File: src/rtl/paging_pkg.sv
// rtl/paging_pkg.sv - Shared walker state, page-entry bit positions, error-code and TLB entry types.
package paging_pkg;

  typedef enum logic [2:0] {
    IDLE,
    PDE_REQ,
    PDE_WAIT,
    PTE_REQ,
    PTE_WAIT,
    RESP
  } walker_state_e;

  localparam int PTE_P  = 0;
  localparam int PTE_RW = 1;
  localparam int PTE_US = 2;

  localparam logic [2:0] CR2_INDEX = 3'd2;

  typedef struct packed {
    logic us;
    logic wr;
    logic p;
  } err_code_t;

  typedef struct packed {
    logic        valid;
    logic [19:0] tag;
    logic [19:0] frame;
    logic        u;
    logic        w;
  } tlb_entry_t;

  // Supervisor accesses ignore U/S and R/W; user accesses need U, and W when writing.
  function automatic logic prot_fault(input logic user, input logic write,
                                      input logic eff_u, input logic eff_w);
    return user & (~eff_u | (write & ~eff_w));
  endfunction

endpackage

File: src/rtl/page_tlb.sv
// rtl/page_tlb.sv - Fully-associative translation cache with round-robin fill and global flush.
module page_tlb
  import paging_pkg::*;
#(
  parameter int ENTRIES = 4
) (
  input  logic        clock,
  input  logic        reset,
  input  logic        flush_i,
  input  logic [19:0] lookup_tag_i,
  output logic        hit_o,
  output logic [19:0] hit_frame_o,
  output logic        hit_u_o,
  output logic        hit_w_o,
  input  logic        fill_i,
  input  tlb_entry_t  fill_entry_i
);

  localparam int IDX_W = (ENTRIES > 1) ? $clog2(ENTRIES) : 1;

  tlb_entry_t       entry_q [ENTRIES];
  logic [IDX_W-1:0] rr_q;

  // A flush in the same cycle as a fill discards the fill.
  always_ff @(posedge clock or posedge reset) begin
    if (reset) begin
      for (int i = 0; i < ENTRIES; i++) begin
        entry_q[i] <= '0;
      end
      rr_q <= '0;
    end else if (flush_i) begin
      for (int i = 0; i < ENTRIES; i++) begin
        entry_q[i].valid <= 1'b0;
      end
    end else if (fill_i) begin
      entry_q[rr_q] <= fill_entry_i;
      rr_q          <= rr_q + 1'b1;
    end
  end

  always_comb begin
    hit_o       = 1'b0;
    hit_frame_o = '0;
    hit_u_o     = 1'b0;
    hit_w_o     = 1'b0;
    for (int i = 0; i < ENTRIES; i++) begin
      if (entry_q[i].valid && (entry_q[i].tag == lookup_tag_i)) begin
        hit_o       = 1'b1;
        hit_frame_o = entry_q[i].frame;
        hit_u_o     = entry_q[i].u;
        hit_w_o     = entry_q[i].w;
      end
    end
  end

endmodule

File: src/rtl/page_walker.sv
// rtl/page_walker.sv - Two-level 386 page walk with CR2 fault write; optional TLB under PAGE_WALKER_TLB_EN.
module page_walker
  import paging_pkg::*;
#(
  parameter int TLB_ENTRIES = 4
) (
  input  logic        clock,
  input  logic        reset,
  input  logic        pg_enable,
  input  logic [19:0] page_directory_base,
  input  logic        cr3_write,
  input  logic        req_valid,
  output logic        req_ready,
  input  logic [31:0] req_linear,
  input  logic        req_write,
  input  logic        req_user,
  output logic        rsp_valid,
  output logic [31:0] rsp_physical,
  output logic        rsp_fault,
  output logic [2:0]  rsp_error_code,
  output logic        mem_rd_valid,
  input  logic        mem_rd_ready,
  output logic [31:0] mem_rd_addr,
  input  logic        mem_rd_data_valid,
  input  logic [31:0] mem_rd_data,
  output logic        cr_write_enable,
  output logic [2:0]  cr_write_index,
  output logic [31:0] cr_write_data
);

  walker_state_e state_q, state_d;
  logic          req_ready_q;
  logic [31:0]   lin_q, lin_d;
  logic          write_q, write_d;
  logic          user_q, user_d;
  logic [19:0]   base_q, base_d;
  logic [19:0]   pde_frame_q, pde_frame_d;
  logic          pde_u_q, pde_u_d;
  logic          pde_w_q, pde_w_d;
  logic [31:0]   phys_q, phys_d;
  logic          fault_q, fault_d;
  err_code_t     err_q, err_d;

  logic          accept;
  logic          fill;
  logic          eff_u, eff_w;
  logic          tlb_hit, tlb_u, tlb_w;
  logic [19:0]   tlb_frame;
  tlb_entry_t    fill_entry;
  logic          unused_entry_bits;

  assign accept            = req_valid & req_ready_q;
  assign eff_u             = pde_u_q & mem_rd_data[PTE_US];
  assign eff_w             = pde_w_q & mem_rd_data[PTE_RW];
  assign fill_entry        = '{valid: 1'b1, tag: lin_q[31:12], frame: mem_rd_data[31:12],
                               u: eff_u, w: eff_w};
  assign unused_entry_bits = ^mem_rd_data[11:3];

`ifdef PAGE_WALKER_TLB_EN
  page_tlb #(
    .ENTRIES(TLB_ENTRIES)
  ) u_tlb (
    .clock        (clock),
    .reset        (reset),
    .flush_i      (cr3_write | ~pg_enable),
    .lookup_tag_i (req_linear[31:12]),
    .hit_o        (tlb_hit),
    .hit_frame_o  (tlb_frame),
    .hit_u_o      (tlb_u),
    .hit_w_o      (tlb_w),
    .fill_i       (fill),
    .fill_entry_i (fill_entry)
  );
`else
  localparam int unused_tlb_entries = TLB_ENTRIES;
  logic unused_tlb_inputs;
  assign unused_tlb_inputs = ^{cr3_write, fill, fill_entry};
  assign tlb_hit   = 1'b0;
  assign tlb_frame = '0;
  assign tlb_u     = 1'b0;
  assign tlb_w     = 1'b0;
`endif

  always_comb begin
    state_d     = state_q;
    lin_d       = lin_q;
    write_d     = write_q;
    user_d      = user_q;
    base_d      = base_q;
    pde_frame_d = pde_frame_q;
    pde_u_d     = pde_u_q;
    pde_w_d     = pde_w_q;
    phys_d      = phys_q;
    fault_d     = fault_q;
    err_d       = err_q;
    fill        = 1'b0;
    case (state_q)
      IDLE: begin
        if (accept) begin
          lin_d   = req_linear;
          write_d = req_write;
          user_d  = req_user;
          base_d  = page_directory_base;
          if (!pg_enable) begin
            phys_d  = req_linear;
            fault_d = 1'b0;
            err_d   = '0;
            state_d = RESP;
          end else if (tlb_hit) begin
            state_d = RESP;
            if (prot_fault(req_user, req_write, tlb_u, tlb_w)) begin
              phys_d  = '0;
              fault_d = 1'b1;
              err_d   = '{us: req_user, wr: req_write, p: 1'b1};
            end else begin
              phys_d  = {tlb_frame, req_linear[11:0]};
              fault_d = 1'b0;
              err_d   = '0;
            end
          end else begin
            state_d = PDE_REQ;
          end
        end
      end
      PDE_REQ: begin
        if (mem_rd_ready) state_d = PDE_WAIT;
      end
      PDE_WAIT: begin
        if (mem_rd_data_valid) begin
          pde_frame_d = mem_rd_data[31:12];
          pde_u_d     = mem_rd_data[PTE_US];
          pde_w_d     = mem_rd_data[PTE_RW];
          if (!mem_rd_data[PTE_P]) begin
            phys_d  = '0;
            fault_d = 1'b1;
            err_d   = '{us: user_q, wr: write_q, p: 1'b0};
            state_d = RESP;
          end else begin
            state_d = PTE_REQ;
          end
        end
      end
      PTE_REQ: begin
        if (mem_rd_ready) state_d = PTE_WAIT;
      end
      PTE_WAIT: begin
        if (mem_rd_data_valid) begin
          state_d = RESP;
          if (!mem_rd_data[PTE_P]) begin
            phys_d  = '0;
            fault_d = 1'b1;
            err_d   = '{us: user_q, wr: write_q, p: 1'b0};
          end else if (prot_fault(user_q, write_q, eff_u, eff_w)) begin
            phys_d  = '0;
            fault_d = 1'b1;
            err_d   = '{us: user_q, wr: write_q, p: 1'b1};
          end else begin
            phys_d  = {mem_rd_data[31:12], lin_q[11:0]};
            fault_d = 1'b0;
            err_d   = '0;
            fill    = 1'b1;
          end
        end
      end
      RESP: begin
        state_d = IDLE;
      end
      default: begin
        state_d = IDLE;
      end
    endcase
  end

  // req_ready is registered so it stays low while reset is held.
  always_ff @(posedge clock or posedge reset) begin
    if (reset) begin
      state_q     <= IDLE;
      req_ready_q <= 1'b0;
      lin_q       <= '0;
      write_q     <= 1'b0;
      user_q      <= 1'b0;
      base_q      <= '0;
      pde_frame_q <= '0;
      pde_u_q     <= 1'b0;
      pde_w_q     <= 1'b0;
      phys_q      <= '0;
      fault_q     <= 1'b0;
      err_q       <= '0;
    end else begin
      state_q     <= state_d;
      req_ready_q <= (state_d == IDLE);
      lin_q       <= lin_d;
      write_q     <= write_d;
      user_q      <= user_d;
      base_q      <= base_d;
      pde_frame_q <= pde_frame_d;
      pde_u_q     <= pde_u_d;
      pde_w_q     <= pde_w_d;
      phys_q      <= phys_d;
      fault_q     <= fault_d;
      err_q       <= err_d;
    end
  end

  assign req_ready      = req_ready_q;
  assign rsp_valid      = (state_q == RESP);
  assign rsp_physical   = phys_q;
  assign rsp_fault      = fault_q;
  assign rsp_error_code = err_q;

  assign mem_rd_valid = (state_q == PDE_REQ) || (state_q == PTE_REQ);

  always_comb begin
    mem_rd_addr = '0;
    case (state_q)
      PDE_REQ: mem_rd_addr = {base_q, lin_q[31:22], 2'b00};
      PTE_REQ: mem_rd_addr = {pde_frame_q, lin_q[21:12], 2'b00};
      default: mem_rd_addr = '0;
    endcase
  end

  assign cr_write_enable = rsp_valid & fault_q;
  assign cr_write_index  = CR2_INDEX;
  assign cr_write_data   = cr_write_enable ? lin_q : '0;

endmodule
File: config.mk
export PLATFORM = sky130hd
export DESIGN_NAME = page_walker
export DESIGN_NICKNAME = d
export VERILOG_FILES = /design/src/rtl/paging_pkg.sv /design/src/rtl/page_tlb.sv /design/src/rtl/page_walker.sv
export SDC_FILE = /design/constraint.sdc
export NUM_CORES = 1
export LEC_CHECK = 0
export ABC_AREA = 1
export ABC_CLOCK_PERIOD_IN_PS = 11300
export CORE_ASPECT_RATIO = 1.75
export CORE_UTILIZATION = 48
export DETAILED_ROUTE_END_ITERATION = 10
export GPL_ROUTABILITY_DRIVEN = 0
export GPL_TIMING_DRIVEN = 0
export MAX_ROUTING_LAYER = met4
export PLACE_DENSITY = 0.85
export SLEW_MARGIN = 10
export SYNTH_ARGS = -nofsm -noshare
export SYNTH_HDL_FRONTEND = slang
export SYNTH_HIERARCHICAL = 1
export SYNTH_SLANG_ARGS = --single-unit
File: constraint.sdc
create_clock -name clock -period 11.3 [get_ports clock]
set_input_delay 3.39 -clock clock [delete_from_list [all_inputs] [get_ports clock]]
set_output_delay 3.39 -clock clock [all_outputs]
set_load 0.1 [all_outputs]
After elaboration in Yosys (flattened, before gate mapping)
Cells that the tools add are included.

Eq/ne operators: 10. Bitwise logic cells: 9. Mux-type cells: 34. Reductions and logical operators: 7.

Operators with widths (count): $mux W32 (8); $pmux W32 S3 (1); $pmux W32 S2 (1); $mux W3 (14); $pmux W3 S5 (1); $ne A2 B2 Y1 const B (5); $pmux W3 S3 (1); $mux W1 (7); $and A1 B1 Y1 (6); $eq A3 B2 Y1 const B (2); $eq A3 B3 Y1 const B (2); $logic_not A3 Y1 (2); $reduce_and A6 Y1 (1); $reduce_and A2 Y1 (2); $eq A3 B1 Y1 const B (1); $pmux W1 S3 (1); $reduce_bool A3 Y1 (1); $not A1 Y1 (2); $logic_or A1 B1 Y1 (1); $or A1 B1 Y1 (1).

Word-level logic and storage cells: 74. Output and inout port bits: 107. Bits in registers: 116. Bits of input ports: 93.

Logic depth before layout (Yosys ltp)
Gate-level depths: netlist of the first run.

Depth in word-level cells: 9. Depth in mapped cells: 9. Mapped depth without buffers: 9.

Worst setup path after synthesis of the first run
No wires, ideal clock.

Path kind: register to output. From: register state_q[2]. To: output port cr_write_data[22]. Stages on the path, launching flop included: 6. Slack: 4.285 ns. Data required time: 7.910 ns. Path buffers: 1. Arrival time: 3.625 ns. Cell sequence: dfrtp_1 inv_1 nor3_2 nand2_1 clkbuf_1 nor2_1.

Word-level cells in the longest chain between the ends: 3.

Ends and longest elaborated chain: from (decl) (line page_walker.sv:31) `walker_state_e state_q, state_d;`; from (signal assigned) (line page_walker.sv:190) `state_q <= state_d;`; $eq A3 B3 Y1 (line page_walker.sv:206) `assign rsp_valid = (state_q == RESP);`; via rsp_valid (line page_walker.sv:17) `output logic rsp_valid,`; $and A1 B1 Y1 (line page_walker.sv:222) `assign cr_write_enable = rsp_valid & fault_q;`; $mux W32 (line page_walker.sv:224) `assign cr_write_data = cr_write_enable ? lin_q : '0;`; to (decl) (line page_walker.sv:28) `output logic [31:0] cr_write_data`.

The timed path passes the listed nets, and every way through them passes these cells.

Worst setup path after layout of the first run
From: register state_q[2]. To: output port cr_write_data[4].

Word-level cells in the longest chain between the ends: 3.

Ends and longest elaborated chain (line): $eq A3 B3 Y1 (page_walker.sv:206); $and A1 B1 Y1 (page_walker.sv:222); $mux W32 (page_walker.sv:224).

No other way between the ends.

==> results of run 1 <==
-- stage by stage --
stage / utilization / area, µm² / hold WS, ns / cells
final: 0.734 / 8150 / 0.482 / 1013
after global routing: 0.734 / 8150 / 0.505 / 1013
after CTS: 0.734 / 8150 / 0.480 / 1013
after detailed placement: 0.678 / 7530 / 0.464 / 981
after global placement: 0.676 / 7500 / 0.457 / 980
after floorplan: - / 5490 / 0.442 / 664
-- worst max-delay path, delay by kind of cell (launching register included) --
| family | cells | cell delay, ns |
|---|---|---|
| flip-flops | 1 | 0.43 |
| buffers and inverters | 3 | 1.60 |
| AND/OR/NAND/NOR | 3 | 0.72 |
-- final cells by class --
class	instances	area (µm²)
flip-flops and latches	116	2900
inverters	69	264
clock buffers	20	457
multi-input cells	441	2090
fillers	819	2960
well taps	132	165
clock inverters	12	155
plain buffers	38	241
repair buffers	185	1870
-- routing by layer --
metal  vias to the layer above  track usage  part of all wire
li1                       2499            -                 -
met1                      2602        0.342              0.36
met2                       259        0.541              0.53
met3                        74       0.0705             0.059
met4                         0        0.198             0.058
met5                         -            -                 0
-- Yosys cell counts --
cell type	n	area [µm²]
nor3_2	1	10.0
inv_1	63	236
o211ai_1	1	7.51
o22ai_1	10	62.6
buf_6	5	56.3
buf_4	12	90.1
inv_2	6	22.5
nor2_4	4	45.0
conb_1	2	7.51
nand2_1	206	773
a21oi_1	33	165
clkbuf_1	8	30.0
nand2_2	4	25.0
nand2_4	1	11.3
o21ai_1	31	155
nor3_1	1	5.00
dfrtp_1	116	2900
nand4_4	1	21.3
buf_2	13	65.1
o21ai_0	25	125
a22o_1	8	70.1
nand4_1	1	6.26
nor2_1	70	263
mux2_1	20	225
nand3_1	18	90.1
mux2_2	1	11.3
-- kinds of logic after synthesis --
group	after synthesis
and+or+nand+nor	307
DFF	116
AOI/OAI and AO/OA	108
buffers and inverters	107
muxes	21
other	2
-- state kept, by name, indices dropped and copies added (netlist names) --
register,flops
lin_q,32
rsp_physical,32
base_q,20
pde_frame_q,20
rsp_error_code,3
state_q,3
pde_u_q,1
pde_w_q,1
req_ready,1
rsp_fault,1
user_q,1
write_q,1
-- cells in the final DEF (no fill, tap or decap), types with 2 or more instances in the layout --
cell type / synthesis / layout
a21oi_1: 33 / 33
a22o_1: 8 / 8
buf_2: 13 / 13
buf_4: 12 / 12
buf_6: 5 / 5
bufinv_16: 0 / 3
clkbuf_1: 8 / 9
clkbuf_16: 0 / 17
clkbuf_8: 0 / 2
clkdlybuf4s50_1: 0 / 184
clkinv_2: 0 / 3
clkinv_4: 0 / 4
clkinvlp_4: 0 / 2
conb_1: 2 / 5
dfrtp_1: 116 / 116
inv_1: 63 / 62
inv_2: 6 / 6
mux2_1: 20 / 20
nand2_1: 206 / 206
nand2_2: 4 / 4
nand3_1: 18 / 18
nor2_1: 70 / 70
nor2_4: 4 / 4
o21ai_0: 25 / 25
o21ai_1: 31 / 31
o22ai_1: 10 / 10
-- how the worst max path moves through the flow --
stage	depth (start not counted)	to	slack (ns)
6_report	6	cr_write_data[4]	4.74
5_1_grt	7	mem_rd_addr[19]	4.58
4_1_cts	7	mem_rd_addr[17]	4.74
3_5_place_dp	7	mem_rd_addr[14]	5.19
3_3_place_gp	2	rsp_physical[4]	3.33
2_1_floorplan	5	cr_write_data[22]	4.29
==> reports/results.ini, run 1 <==
[global_routing]
antenna_found_initial=0
grt_first_pass_wirelength_um=27600
grt_pass1_vias=5706
grt_usage=0.325
grt_max_degree=80
overflow=0

[sta]
post-route-min-period_ns=6.56
hold_violations=0
max_freq_ghz=0.152
tns_ns=0
setup_viol=0
slew_violations=0
worstMarginPinSlew_ns=1.05
period_share=0.581
worst_slack_ns=4.74
relSlewSlack=0.297
rsz0062_at_grt=no
finalClockSkew_ns=0.0106

[setup_path]
worstPathCellList=inv_1 -> nor3_2 -> nand2_1 -> clkbuf_1 -> nor2_1 -> clkdlybuf4s50_1
r2r-end=pde_frame_q[18]
cp.arrival_ns=3.17
end_kind=output port
rr_worst_depth=6
crit_start=state_q[2]
slowest_delay_ns=1.16
crit_required_ns=7.91
r2r_start=state_q[2]
ff2ff_setup_slack_ns=9.64
criticalPathCategory=reg2out
cp_max_fo=10
worstSetupStartpointType=flip-flop
slowest_stage=clkdlybuf4s50_1

[floorplan]
pin_count=200
core_um2=11100
std_cell_rows=51
die_area_um2=11900
initial_core_util=0.494
fp.dieH_um=143
die_w_um=82.8

[final_layout]
layout-drive-gt1-share=0.0919
fin_nets=961
n_antenna_cell=0
area_growth_pct=48.6

[routing]
wl_um=17800
viasPerCell=5.36
drtIter0Drc=366
vias=5434
drcViolationCount=0
wl_per_cell_um=17.6
first_pass_iters=5
drtAntennaViolNets=0

[clock_tree]
clk_path_buf_depth=2
cts_buffers=17
clk_latency_ns=0.42
clk_pin_slew_ns=0.06
htreeDepth=4
cts_tree=done
cts_resized=0
ctsHoldBuffers=0
cts_setup_buffers=0
clock_sinks=116
cts-root-buf=clkbuf_16

[logic_synthesis]
yosys.area_share.xor_xnor=0
synth_area_per_cell_um2=8.29
ys_warn_count=6
ys_ff_latch=116
syn_area_um2=5480
synth_seq_area_share=0.529
synth_top_family_by_area=simple AND/OR/NAND/NOR gates
synth-simple-area-share=0.228
synth.distinct_cells=26
synth_compound_area_frac=0.107
yosys-mux-area-fraction=0.0431
syn_inst=661
synth-adder-area-share=0

[status]
status=complete, no violations

[hold_path]
holdCritPathClass=reg2reg
worstHoldStart=rsp_physical[1]
min_to=rsp_physical[1]
hold_depth=2

[place]
port_buffers=184
post-dp-hpwl_um=13300
place_ws_ns=5.19

[flow_run]
maxCapViolCount=0

Power of run 1 is not shown: default switching activity piles up to over one toggle a cycle in this logic, so the estimate is an artifact.
==> inputs of run 2 (changes only) <==
--- a/config.mk
+++ b/config.mk
@@ -6,14 +6,14 @@
 export NUM_CORES = 1
 export LEC_CHECK = 0
 export ABC_AREA = 1
-export ABC_CLOCK_PERIOD_IN_PS = 11300
+export ABC_CLOCK_PERIOD_IN_PS = 6000
 export CORE_ASPECT_RATIO = 1.75
-export CORE_UTILIZATION = 48
+export CORE_UTILIZATION = 41
 export DETAILED_ROUTE_END_ITERATION = 10
 export GPL_ROUTABILITY_DRIVEN = 0
 export GPL_TIMING_DRIVEN = 0
 export MAX_ROUTING_LAYER = met4
-export PLACE_DENSITY = 0.85
+export PLACE_DENSITY = 0.78
 export SLEW_MARGIN = 10
 export SYNTH_ARGS = -nofsm -noshare
 export SYNTH_HDL_FRONTEND = slang
==> constraint.sdc (replaced) <==
create_clock -name clock -period 6 [get_ports clock]
set_input_delay 1.8 -clock clock [delete_from_list [all_inputs] [get_ports clock]]
set_output_delay 1.8 -clock clock [all_outputs]
set_load 0.1 [all_outputs]
==> reports/results.ini, run 2 (synthesis results as in run 1) <==
[status]
status=complete, no violations

[place]
postPlaceCellArea_um2=7580  ; +0.65%
post-dp-hpwl_um=12900  ; -3.5%
port_buffers=184  ; unchanged

[routing]
wl_per_cell_um=16.3  ; -7.4%
wl_um=17100  ; -3.8%
drcViolationCount=0  ; unchanged
drtAntennaViolNets=0  ; unchanged
drtIter0Drc=240  ; -34%
first_pass_iters=5  ; unchanged
viasPerCell=4.89  ; -8.8%
vias=5145  ; -5.3%

[global_routing]
antenna_found_initial=0  ; unchanged
grt_first_pass_wirelength_um=26500  ; -4.0%
overflow=0  ; unchanged
grt_usage=0.269  ; -0.0562
grt_max_degree=63  ; -21%
grt_pass1_vias=5060  ; -11%

[clock_tree]
htreeDepth=4  ; unchanged
cts-root-buf=clkbuf_16
clk_path_buf_depth=2  ; unchanged
clock_sinks=116  ; unchanged
clk_latency_ns=0.42  ; about the same
cts_buffers=17  ; unchanged
cts_tree=done
ctsHoldBuffers=0  ; unchanged
cts_resized=0  ; unchanged
clk_pin_slew_ns=0.06  ; about the same
cts_setup_buffers=0  ; unchanged

[sta]
slew_violations=0  ; unchanged
post-route-min-period_ns=4.98
hold_violations=0  ; unchanged
max_freq_ghz=0.201
setup_viol=0  ; unchanged
finalClockSkew_ns=0.00916  ; -0.00141 ns
period_share=0.831
worstMarginPinSlew_ns=1.08  ; +0.0274 ns
rsz0062_at_grt=no
relSlewSlack=0.279  ; -0.0184

[setup_path]
criticalPathCategory=reg2out
ff2ff_setup_slack_ns=4.35  ; -5.29 ns
crit_required_ns=4.20  ; -3.71 ns
worstSetupStartpointType=flip-flop
rr_worst_depth=5  ; -1
r2r_start=state_q[1]
r2r-end=lin_q[14]
end_kind=output port
crit_start=state_q[2]
cp_max_fo=10  ; unchanged
setup.worst_path.end=mem_rd_addr[16]
cp.arrival_ns=3.18  ; about the same

[final_layout]
mostFrequentLayoutCell=nand2_1
stdcell_area_um2=8160  ; +0.18%
layout-drive-gt1-share=0.0908  ; -0.00114
n_antenna_cell=0  ; unchanged
area_growth_pct=48.8
layout_common_cells=nand2_1, clkdlybuf4s50_1, dfrtp_1
fin_nets=961  ; unchanged

[flow_run]
maxCapViolCount=0  ; unchanged

[floorplan]
std_cell_rows=55  ; +7.8%
die_w_um=89.4  ; +8.0%
fp.dieH_um=155  ; +8.1%
core_um2=13000  ; +17%
die_area_um2=13900  ; +17%
pin_count=200  ; unchanged
initial_core_util=0.422  ; -0.0723

[power_and_ir_drop]
total_power_uw=5570
power.density_nw_per_um2=682
leakagePower_uw=0.00396
peakVddDrop_uv=376

[hold_path]
holdCritPathClass=reg2reg

-- run 2: per-layer routing --
layer | routed length, µm | vias up | share of wire | GRT usage
met3 | 674 | 40 | 0.039 | 0.0387
li1 | - | 2484 | - | -
met1 | 6740 | 2446 | 0.39 | 0.308
met2 | 8950 | 175 | 0.52 | 0.449
met4 | 733 | 0 | 0.043 | 0.138
met5 | 0 | - | 0 | -
-- run 2: report_power, final --
part           leakage [µW]  internal [µW]  switching (µW)
Clock              0.000272            621             369
Combinational       0.00231            805            2440
Sequential          0.00138           1150             177
Total               0.00396           2580            2990
-- run 2: layout make-up --
class / instances / area [µm²]
clock inverters: 12 / 131
repair buffers: 185 / 1870
fillers: 1066 / 4850
multi-input cells: 441 / 2090
inverters: 69 / 264
plain buffers: 38 / 241
well taps: 171 / 214
clock buffers: 20 / 447
flip-flops and latches: 116 / 2900
-- run 2: worst min path at each step --
stage | endpoint | slack [ns] | cells after the start | from
after floorplan | pde_u_q | 0.44 | 2 | pde_u_q
after global placement | pde_u_q | 0.46 | 2 | pde_u_q
after CTS | rsp_error_code[1] | 0.48 | 2 | rsp_error_code[1]
after detailed placement | rsp_physical[3] | 0.46 | 2 | rsp_physical[3]
after global routing | rsp_physical[13] | 0.50 | 2 | rsp_physical[13]
final | rsp_physical[0] | 0.48 | 2 | rsp_physical[0]
-- run 2: per-stage QoR --
step	setup slack [ns]	utilization	std cells	hold WS [ns]	TNS, ns
floorplan	0.575	-	664	0.442	0
global placement	-0.609	0.580	1019	0.457	-69.75
detailed placement	1.45	0.583	1020	0.464	0
CTS	0.998	0.627	1052	0.480	0
global route	0.861	0.627	1052	0.500	0
finish	1.02	0.627	1052	0.478	0
-- run 2: critical path: stages, from the launching register on --
cell             delay (ns)
dfrtp_1                0.43
inv_1                  0.16
nand2_1                0.14
nor2_4                 0.27
inv_2                  0.10
clkbuf_1               0.23
o21ai_0                0.26
clkdlybuf4s50_1        1.17
(Power assumes the default switching activity.)
